==> config.mk <==
export PLATFORM = sky130hd
export DESIGN_NAME = mac_poly_n_flat
export DESIGN_NICKNAME = d
export VERILOG_FILES = /design/src/rtl/mac_poly_n_if.sv /design/src/rtl/mac_poly_n.sv /design/src/flat_wrapper.sv
export SDC_FILE = /design/constraint.sdc
export NUM_CORES = 2
export LEC_CHECK = 0
export BUFFER_PORTS_ARGS = -buffer_cell sky130_fd_sc_hd__buf_2
export CAP_MARGIN = 20
export CORE_UTILIZATION = 50
export CTS_CLUSTER_SIZE = 24
export DETAILED_ROUTE_END_ITERATION = 6
export GPL_TIMING_DRIVEN = 0
export PLACE_DENSITY = 0.67
export SETUP_SLACK_MARGIN = 0.4
export SLEW_MARGIN = 10
export SYNTH_ARGS = -nofsm -noshare
export SYNTH_HDL_FRONTEND = slang
export SYNTH_SLANG_ARGS = --single-unit
==> constraint.sdc <==
create_clock -name clk -period 8.1 [get_ports clk]
set_input_delay 1.62 -clock clk [delete_from_list [all_inputs] [get_ports clk]]
set_output_delay 1.62 -clock clk [all_outputs]
set_load 0.1 [all_outputs]
==> src/rtl/mac_poly_n_if.sv <==
// mac_poly_n_if: stream bus between the coefficient sequencer and the
// Horner polynomial evaluator.
//
// Signals
//   t_in     [BT-1:0]        evaluation point, unsigned Q0.BT
//   c_in     [(N+1)*BC-1:0]  packed coefficients, ck = c_in[k*BC +: BC]
//   in_valid                 qualifies t_in/c_in
//   y_out    [BY-1:0]        result, signed Q1.(BY-1)
//   y_valid                  y_out holds a result
//   y_sat                    y_out was clamped, aligned with y_out
//
// Handshake: valid-only with no ready. The consumer cannot push back.
// A sample is taken on every clk edge where the evaluator's en is high and
// in_valid is high. A result is delivered on every clk edge where en is high
// and y_valid is high. While en is low, y_valid is only a held copy and
// carries no new result. y_out and y_sat mean nothing while y_valid is low.
//
// Modports
//   master  sequencer side: drives the inputs and reads the results
//   slave   evaluator side
interface mac_poly_n_if #(
  parameter int N  = 3,
  parameter int BC = 16,
  parameter int BT = 16,
  parameter int BY = 16
);
  logic [BT-1:0]       t_in;
  logic [(N+1)*BC-1:0] c_in;
  logic                in_valid;
  logic [BY-1:0]       y_out;
  logic                y_valid;
  logic                y_sat;

  modport master (
    output t_in, c_in, in_valid,
    input  y_out, y_valid, y_sat
  );

  modport slave (
    input  t_in, c_in, in_valid,
    output y_out, y_valid, y_sat
  );
endinterface

==> src/rtl/mac_poly_n.sv <==
// mac_poly_n: pipelined Horner-form polynomial evaluator.
//   y = c0 + (c1 + (... + cN*t)...)*t
//
// Each of the N MAC stages is three registers deep:
//   1) the multiplicand m_j is registered
//   2) the full signed product m_j * t is registered
//   3) the product is floored by 2^BT, the coefficient is added, and the
//      sum is saturated to BADD bits and registered
// One more register forms the output, which narrows the result to BY bits
// with saturation. Latency is 3N+1 enabled cycles. One sample is accepted
// per enabled cycle.
//
// Ports
//   clk    clock
//   rstn   asynchronous active-low reset; clears every register
//   en     pipeline clock-enable; every register holds while en is low
//   bus    mac_poly_n_if.slave (t_in, c_in, in_valid / y_out, y_valid, y_sat)
module mac_poly_n #(
  parameter int N  = 3,
  parameter int BC = 16,
  parameter int BT = 16,
  parameter int BY = 16
) (
  input logic         clk,
  input logic         rstn,
  input logic         en,
  mac_poly_n_if.slave bus
);

  localparam int BGUARD = $clog2(N + 1);
  localparam int BADD   = BC + BGUARD;
  localparam int BP     = BADD + BT + 1;
  localparam int D      = 3 * N;
  localparam int CW     = (N + 1) * BC;

  localparam logic signed [BADD-1:0] ADD_MAX = {1'b0, {(BADD-1){1'b1}}};
  localparam logic signed [BADD-1:0] ADD_MIN = {1'b1, {(BADD-1){1'b0}}};
  localparam logic [BY-1:0]          Y_MAX   = {1'b0, {(BY-1){1'b1}}};
  localparam logic [BY-1:0]          Y_MIN   = {1'b1, {(BY-1){1'b0}}};

  // Delay lines that carry t, the coefficient word and valid alongside the
  // data path. Entry k holds the value captured k enabled edges ago.
  // Stage j reads t at entry 3j+1 (product cycle) and reads its
  // coefficient at entry 3j+2 (add cycle). The chains stop at the last
  // entry that any stage reads.
  logic [BT-1:0] t_d [1:D-2];
  logic [CW-1:0] c_d [1:D-1];
  logic          v_d [1:D];

  logic signed [BADD-1:0] m_r   [0:N-1];
  logic signed [BADD-1:0] m_nx  [0:N-1];
  logic signed [BP-1:0]   p_r   [0:N-1];
  logic signed [BP-1:0]   p_nx  [0:N-1];
  logic signed [BC-1:0]   cf_w  [0:N-1];
  logic signed [BADD:0]   sum_w [0:N-1];
  logic signed [BADD-1:0] y_r   [0:N-1];
  logic signed [BADD-1:0] y_nx  [0:N-1];

  logic [BADD-1:0] top;
  logic            ovf;
  logic [BY-1:0]   y_out_nx;

  always_comb begin
    // Stage 0 starts from cN. Every later stage starts from the previous stage's result.
    m_nx[0] = BADD'($signed(bus.c_in[N*BC +: BC]));
    for (int j = 1; j < N; j++) begin
      m_nx[j] = y_r[j-1];
    end

    for (int j = 0; j < N; j++) begin
      // t is unsigned, so it gets a zero top bit before the signed multiply.
      p_nx[j] = BP'(m_r[j]) * $signed(BP'({1'b0, t_d[3*j+1]}));

      // The top BADD+1 bits of the product are floor(m*t / 2^BT).
      cf_w[j]  = $signed(c_d[3*j+2][(N-1-j)*BC +: BC]);
      sum_w[j] = $signed(p_r[j][BT +: BADD+1]) + (BADD+1)'(cf_w[j]);

      if (sum_w[j][BADD] != sum_w[j][BADD-1]) begin
        y_nx[j] = sum_w[j][BADD] ? ADD_MIN : ADD_MAX;
      end else begin
        y_nx[j] = sum_w[j][BADD-1:0];
      end
    end
  end

  // The result fits in Q1.(BC-1) only when every guard bit matches the sign bit.
  always_comb begin
    top      = y_r[N-1];
    ovf      = !((&top[BADD-1:BC-1]) || !(|top[BADD-1:BC-1]));
    y_out_nx = top[BC-1 -: BY];
    if (ovf) begin
      y_out_nx = top[BADD-1] ? Y_MIN : Y_MAX;
    end
  end

  always_ff @(posedge clk or negedge rstn) begin
    if (!rstn) begin
      for (int k = 1; k <= D - 2; k++) t_d[k] <= '0;
      for (int k = 1; k <= D - 1; k++) c_d[k] <= '0;
      for (int k = 1; k <= D; k++)     v_d[k] <= 1'b0;
      for (int j = 0; j < N; j++) begin
        m_r[j] <= '0;
        p_r[j] <= '0;
        y_r[j] <= '0;
      end
      bus.y_out   <= '0;
      bus.y_valid <= 1'b0;
      bus.y_sat   <= 1'b0;
    end else if (en) begin
      t_d[1] <= bus.t_in;
      for (int k = 2; k <= D - 2; k++) t_d[k] <= t_d[k-1];
      c_d[1] <= bus.c_in;
      for (int k = 2; k <= D - 1; k++) c_d[k] <= c_d[k-1];
      v_d[1] <= bus.in_valid;
      for (int k = 2; k <= D; k++)     v_d[k] <= v_d[k-1];
      for (int j = 0; j < N; j++) begin
        m_r[j] <= m_nx[j];
        p_r[j] <= p_nx[j];
        y_r[j] <= y_nx[j];
      end
      bus.y_out   <= y_out_nx;
      bus.y_valid <= v_d[D];
      bus.y_sat   <= ovf;
    end
  end

endmodule

==> src/flat_wrapper.sv <==
// flat-port wrapper written by rule: the top's interface ports become plain ports
module mac_poly_n_flat 
#(
  parameter int N  = 3,
  parameter int BC = 16,
  parameter int BT = 16,
  parameter int BY = 16
)
  (clk, rstn, en, bus_t_in, bus_c_in, bus_in_valid, bus_y_out, bus_y_valid, bus_y_sat);
  mac_poly_n_if #(.N(N), .BC(BC), .BT(BT), .BY(BY)) bus_i ();
  input logic clk;
  input logic rstn;
  input logic en;
  input wire logic [$bits(bus_i.t_in)-1:0] bus_t_in;
  input wire logic [$bits(bus_i.c_in)-1:0] bus_c_in;
  input wire logic [$bits(bus_i.in_valid)-1:0] bus_in_valid;
  output wire logic [$bits(bus_i.y_out)-1:0] bus_y_out;
  output wire logic [$bits(bus_i.y_valid)-1:0] bus_y_valid;
  output wire logic [$bits(bus_i.y_sat)-1:0] bus_y_sat;
  assign bus_i.t_in = bus_t_in;
  assign bus_i.c_in = bus_c_in;
  assign bus_i.in_valid = bus_in_valid;
  assign bus_y_out = bus_i.y_out;
  assign bus_y_valid = bus_i.y_valid;
  assign bus_y_sat = bus_i.y_sat;
  mac_poly_n #(.N(N), .BC(BC), .BT(BT), .BY(BY)) u_core (.clk(clk), .rstn(rstn), .en(en), .bus(bus_i));
endmodule
# After elaboration in Yosys (flattened, before gate mapping)
# Index checks and enable logic that the tools add are counted.
[word_totals]
register_bits = 590
in_bits = 84
out_inout_bits = 18
elab_cells = 58
[op_classes]
add_sub_neg = 3
mul = 3
n_eq_ne = 3
mux = 8
n_reduce_logical = 5
[ops]
columns = ["operator", "n"]
rows = [
  ["two-way mux 18 bit", 6],
  ["multiplier 18 x 17 -> 35 bit", 2],
  ["adder 19 x 16 -> 19 bit", 3],
  ["multiplier 16 x 17 -> 33 bit", 1],
  ["two-way mux 16 bit", 2],
  ["inequality test 1 bit", 3],
  ["AND reduction 3 bit", 1],
  ["OR reduction 3 bit", 1],
  ["logical NOT 1 bit", 2],
  ["logical OR 1 bit", 1],
]

# Longest topological paths before layout
[logic_depth]
word_depth = 4
depth_mapped = 25
mapped_depth_nobuf = 24

# Worst setup path before layout
# Ideal clock, no wire load.
[synth_timing]
path_kind = "reg2reg"
startpoint = "register u_core.t_d[3] (netlist name)"
endpoint = "register u_core.p_r[32] (netlist name)"
setup_time_ps = 133
arrival_time_ps = 5973
required_ps = 7967
setup_slack_ps = 1994
path_stages_with_launch = 21
n_path_buf = 2
period_less_slack_ps = 6106
path_cell_list = "dfrtp_1 -> clkbuf_1 -> clkbuf_1 -> nand2_1 -> fa_1 -> fa_1 -> inv_1 -> fa_1 -> fa_1 -> fa_1 -> inv_1 -> fa_1 -> inv_1 -> ha_1 -> and3_1 -> and3_1 -> a211oi_1 -> a21oi_1 -> or4_1 -> nand3_1 -> o21ai_0"
[synth_between]
elab_chain_len = 1
[synth_rtl]
columns = ["item", "line", "source"]
rows = [
  ["start, declared", "mac_poly_n.sv:46", "logic [BT-1:0] t_d [1:D-2];"],
  ["multiplier 18 x 17 -> 35 bit", "mac_poly_n.sv:72", "p_nx[j] = BP'(m_r[j]) * $signed(BP'({1'b0, t_d[3*j+1]}));"],
  ["end signal, assigned by index", "mac_poly_n.sv:118", "p_r[j] <= p_nx[j];"],
  ["end, declared", "mac_poly_n.sv:52", "logic signed [BP-1:0] p_r [0:N-1];"],
]
# No other way between the ends.
# A chain may end at the register's enable or synchronous reset.

# Worst setup path after layout
[layout_timing]
startpoint = "register u_core.t_d[60] (netlist name)"
endpoint = "register u_core.p_r[61] (netlist name)"
# Same word-level chain as after synthesis.

==> out/qor.yml <==
critical_path:
  slowest_stage: "clkbuf_1"
  crit_chain: "clkbuf_1, clkbuf_1, nand2_1, fa_1, inv_1, fa_1, inv_1, fa_1, inv_1, fa_1, fa_1, inv_1, fa_1, inv_1, ha_1, nor4_1, o221ai_1, o211ai_1, o211ai_1, a31oi_1, xnor2_1, mux2_2"
  r2r-start: "u_core.t_d[60]"
  required_ns: 8.62
  cp.arrival_ns: 7.94
  critical_path_class: "register to register"
  path_max_fanout: 10
  path_common_cell: "fa_1"
  worstSetupEndpointType: "register"
  cpPeakStageDelay_ns: 0.59
  critPathLaunchType: "register"
  startpoint: "u_core.t_d[60]"
die:
  die_area_mm2: 0.1059
  dieWidth_um: 325.4
  fp.dieH_um: 325.4
  io_pins: 102
  initial_core_util_pct: 50.45
  core_area_mm2: 0.1036
  fp-row-count: 118
place:
  io_buffers: 100
  place.gp.congestion: 0.9281
  dp_hpwl_mm: 98.16
  dp_slack_ns: 0.3745
synth:
  yosysMostFrequentCell: "inv_1"
  synth.distinct_cells: 81
  avgSynthCellArea_um2: 10.37
  synth_top_area_share_pct: 29.78
  yosys_warnings: 0
  synth_edf_count: 0
  postSynthCellCount: 5041
  async_flop_share_pct: 100.0
  synth.yosys.seq_area_share_pct: 25.84
  ys_seq_elements: 540
  syn_area_mm2: 0.05229
  yosysTopAreaCell: "fa_1"
  synth.area.top_cells: "fa_1, dfrtp_1, mux2_2, ha_1, inv_1"
  ys.flop_type: "dfrtp_1"
  ys_top_cells_by_count: "inv_1, fa_1, nand2_1"
  syn_nets: 6249
timing:
  fin_setup_tns_ns: 0
  rsz0062_at_grt: "true"
  tightest_slew_ns: 1.103
  whs_ns: 0.4750
  period_needed_ns: 7.419
  fin_worst_skew_ns: 0.04230
  max_freq_mhz: 134.8
  layout_setup_ws_ns: 0.6812
  relSlewSlack_pct: 26.47
  min_period_over_period_pct: 91.59
  hold_viol: 0
  setup_viol_count_final: 0
  slew_viol_final: 0
clocking:
  cts_buffer_depth: 3
  clock_sinks: 540
  cts.clk_slew.worst_paths_ns: 0.07
  cts_tree: "built"
  htreeDepth: 2
  cts_hold_buffers: 0
  cts_root_buf: "clkbuf_16"
  numCtsBuffers: 57
  clk_latency_ns: 0.67
final_layout:
  final_nets: 6414
  area_growth_pct: 8.362
  layout-drive-gt1-share_pct: 13.16
  fillers: 9206
  utilization_pct: 54.67
  antenna_cells: 0
global_route:
  grt_pass1_vias: 37280
  grt.total_usage_pct: 24.21
  antenna_found_initial: 0
  grt_first_pass_wirelength_mm: 202.6
  grt_max_degree: 101
  grt_overflow: 0
route:
  drtIter0Drc: 2275
  drc: 0
  wl_mm: 122.1
  dr.pass1.iters: 5
  postRouteAntennaNets: 0
  routedWlPerCell_um: 18.41
  vias: 34820
  vias_per_cell: 5.250
hold_path:
  worstHoldPathType: "register to register"
  min-delay-start: "u_core.c_d[495]"
job:
  max_cap_viol_count: 0
run_status:
  status: "complete, no violations"
## cell families after synthesis
kind of cell / count (synthesis) / share of synthesized area [%]
adders and majority gates: 1124 / 38.06
xor gates and xnor gates: 103 / 1.739
and+or+nand+nor: 1175 / 10.71
buffers and inverters: 1230 / 8.870
AOI/OAI and AO/OA: 422 / 5.161
muxes: 447 / 9.616
DFF: 540 / 25.84
## per-layer routing
metal	wire, um	global-route usage (%)	vias to the layer above	share of wire, %
li1	-	-	15890	-
met1	54920	34.32	17850	45
met2	56210	38.59	887	46
met3	7175	3.708	196	5.9
met4	3802	7.103	0	3.1
met5	0	0	-	0
## per-stage QoR
step	cells	cell area (um^2)
3_3_place_gp	6521	54520
4_1_cts	6631	56650
5_1_grt	6631	56670
3_5_place_dp	6527	54700
6_report	6631	56670
2_1_floorplan	5041	52290
## worst max-delay path: cells and delay by family, from the launching register on
family	cells	cell delay [ns]
compound gates	4	1.41
simple gates	2	0.61
fa+ha+maj	7	2.90
buf+inv	7	1.51
mux	1	0.29
flops	1	0.39
xor+xnor	1	0.19
## sequential cells by signal, summed over array words and instances (netlist names)
signal and flops:
u_core.p_r 55, u_core.m_nx 36, u_core.bus.y_out 16, u_core.top 18, u_core.bus.y_valid 1, u_core.v_d 9
u_core.t_d 112, u_core.c_d 240, u_core.bus.y_sat 1, u_core.m_r 52
## cell type report
cell class	count	area, um^2	share of cell area [%]
plain buffers	212	833.3	1.471
repair buffers	106	675.6	1.192
well taps	1380	1727	3.047
inverters	1018	3821	6.743
clock buffers	77	1612	2.844
clock inverters	27	334.1	0.5895
flip-flops and latches	540	13510	23.85
multi-input cells	3271	34150	60.27
## final timing paths
kind | endpoint | slack [ns] | cells past startpoint
worst max-delay path | u_core.p_r[61] | 0.68 | 22
worst min-delay path | u_core.c_d[431] | 0.47 | 1
worst max register to register | u_core.p_r[61] | 0.68 | 22
worst min register to register | u_core.c_d[431] | 0.47 | 1
max in group asynchronous | u_core.p_r[90] | 5.56 | 4
min in group asynchronous | u_core.bus.y_out[11] | 0.91 | 1
## repair_timing
item                       4_1_cts  5_1_grt
setup endpoints to repair        1       13
setup buffers                    0        0
resized for setup                1       28
## layout by cell type, fill, tap and decap left out, types with 12 or more instances in the layout
| cell type | netlist | final |
|---|---|---|
| buf_2 | 1 | 100 |
| nand3_1 | 23 | 23 |
| nor2_1 | 133 | 133 |
| xor2_1 | 23 | 23 |
| ha_1 | 346 | 346 |
| clkbuf_16 | 0 | 57 |
| xnor2_1 | 79 | 79 |
| nand2b_1 | 20 | 20 |
| a211oi_1 | 13 | 12 |
| a21oi_1 | 118 | 117 |
| o211ai_1 | 27 | 27 |
| clkbuf_2 | 1 | 14 |
| a31oi_1 | 13 | 13 |
| and3_1 | 16 | 16 |
| fa_1 | 778 | 778 |
| clkinv_2 | 0 | 14 |
| o21ai_0 | 118 | 118 |
| dfrtp_1 | 540 | 540 |
| a21o_1 | 32 | 32 |
| and2_1 | 339 | 339 |
| mux2_2 | 443 | 443 |
| nand2_1 | 567 | 567 |
| clkbuf_1 | 202 | 198 |
| inv_1 | 1017 | 1017 |
| o21a_1 | 19 | 19 |
| nor2b_1 | 13 | 13 |
| nor3_1 | 20 | 20 |
Power is not shown: default switching activity piles up to over one toggle a cycle in this logic, so the estimate is an artifact.
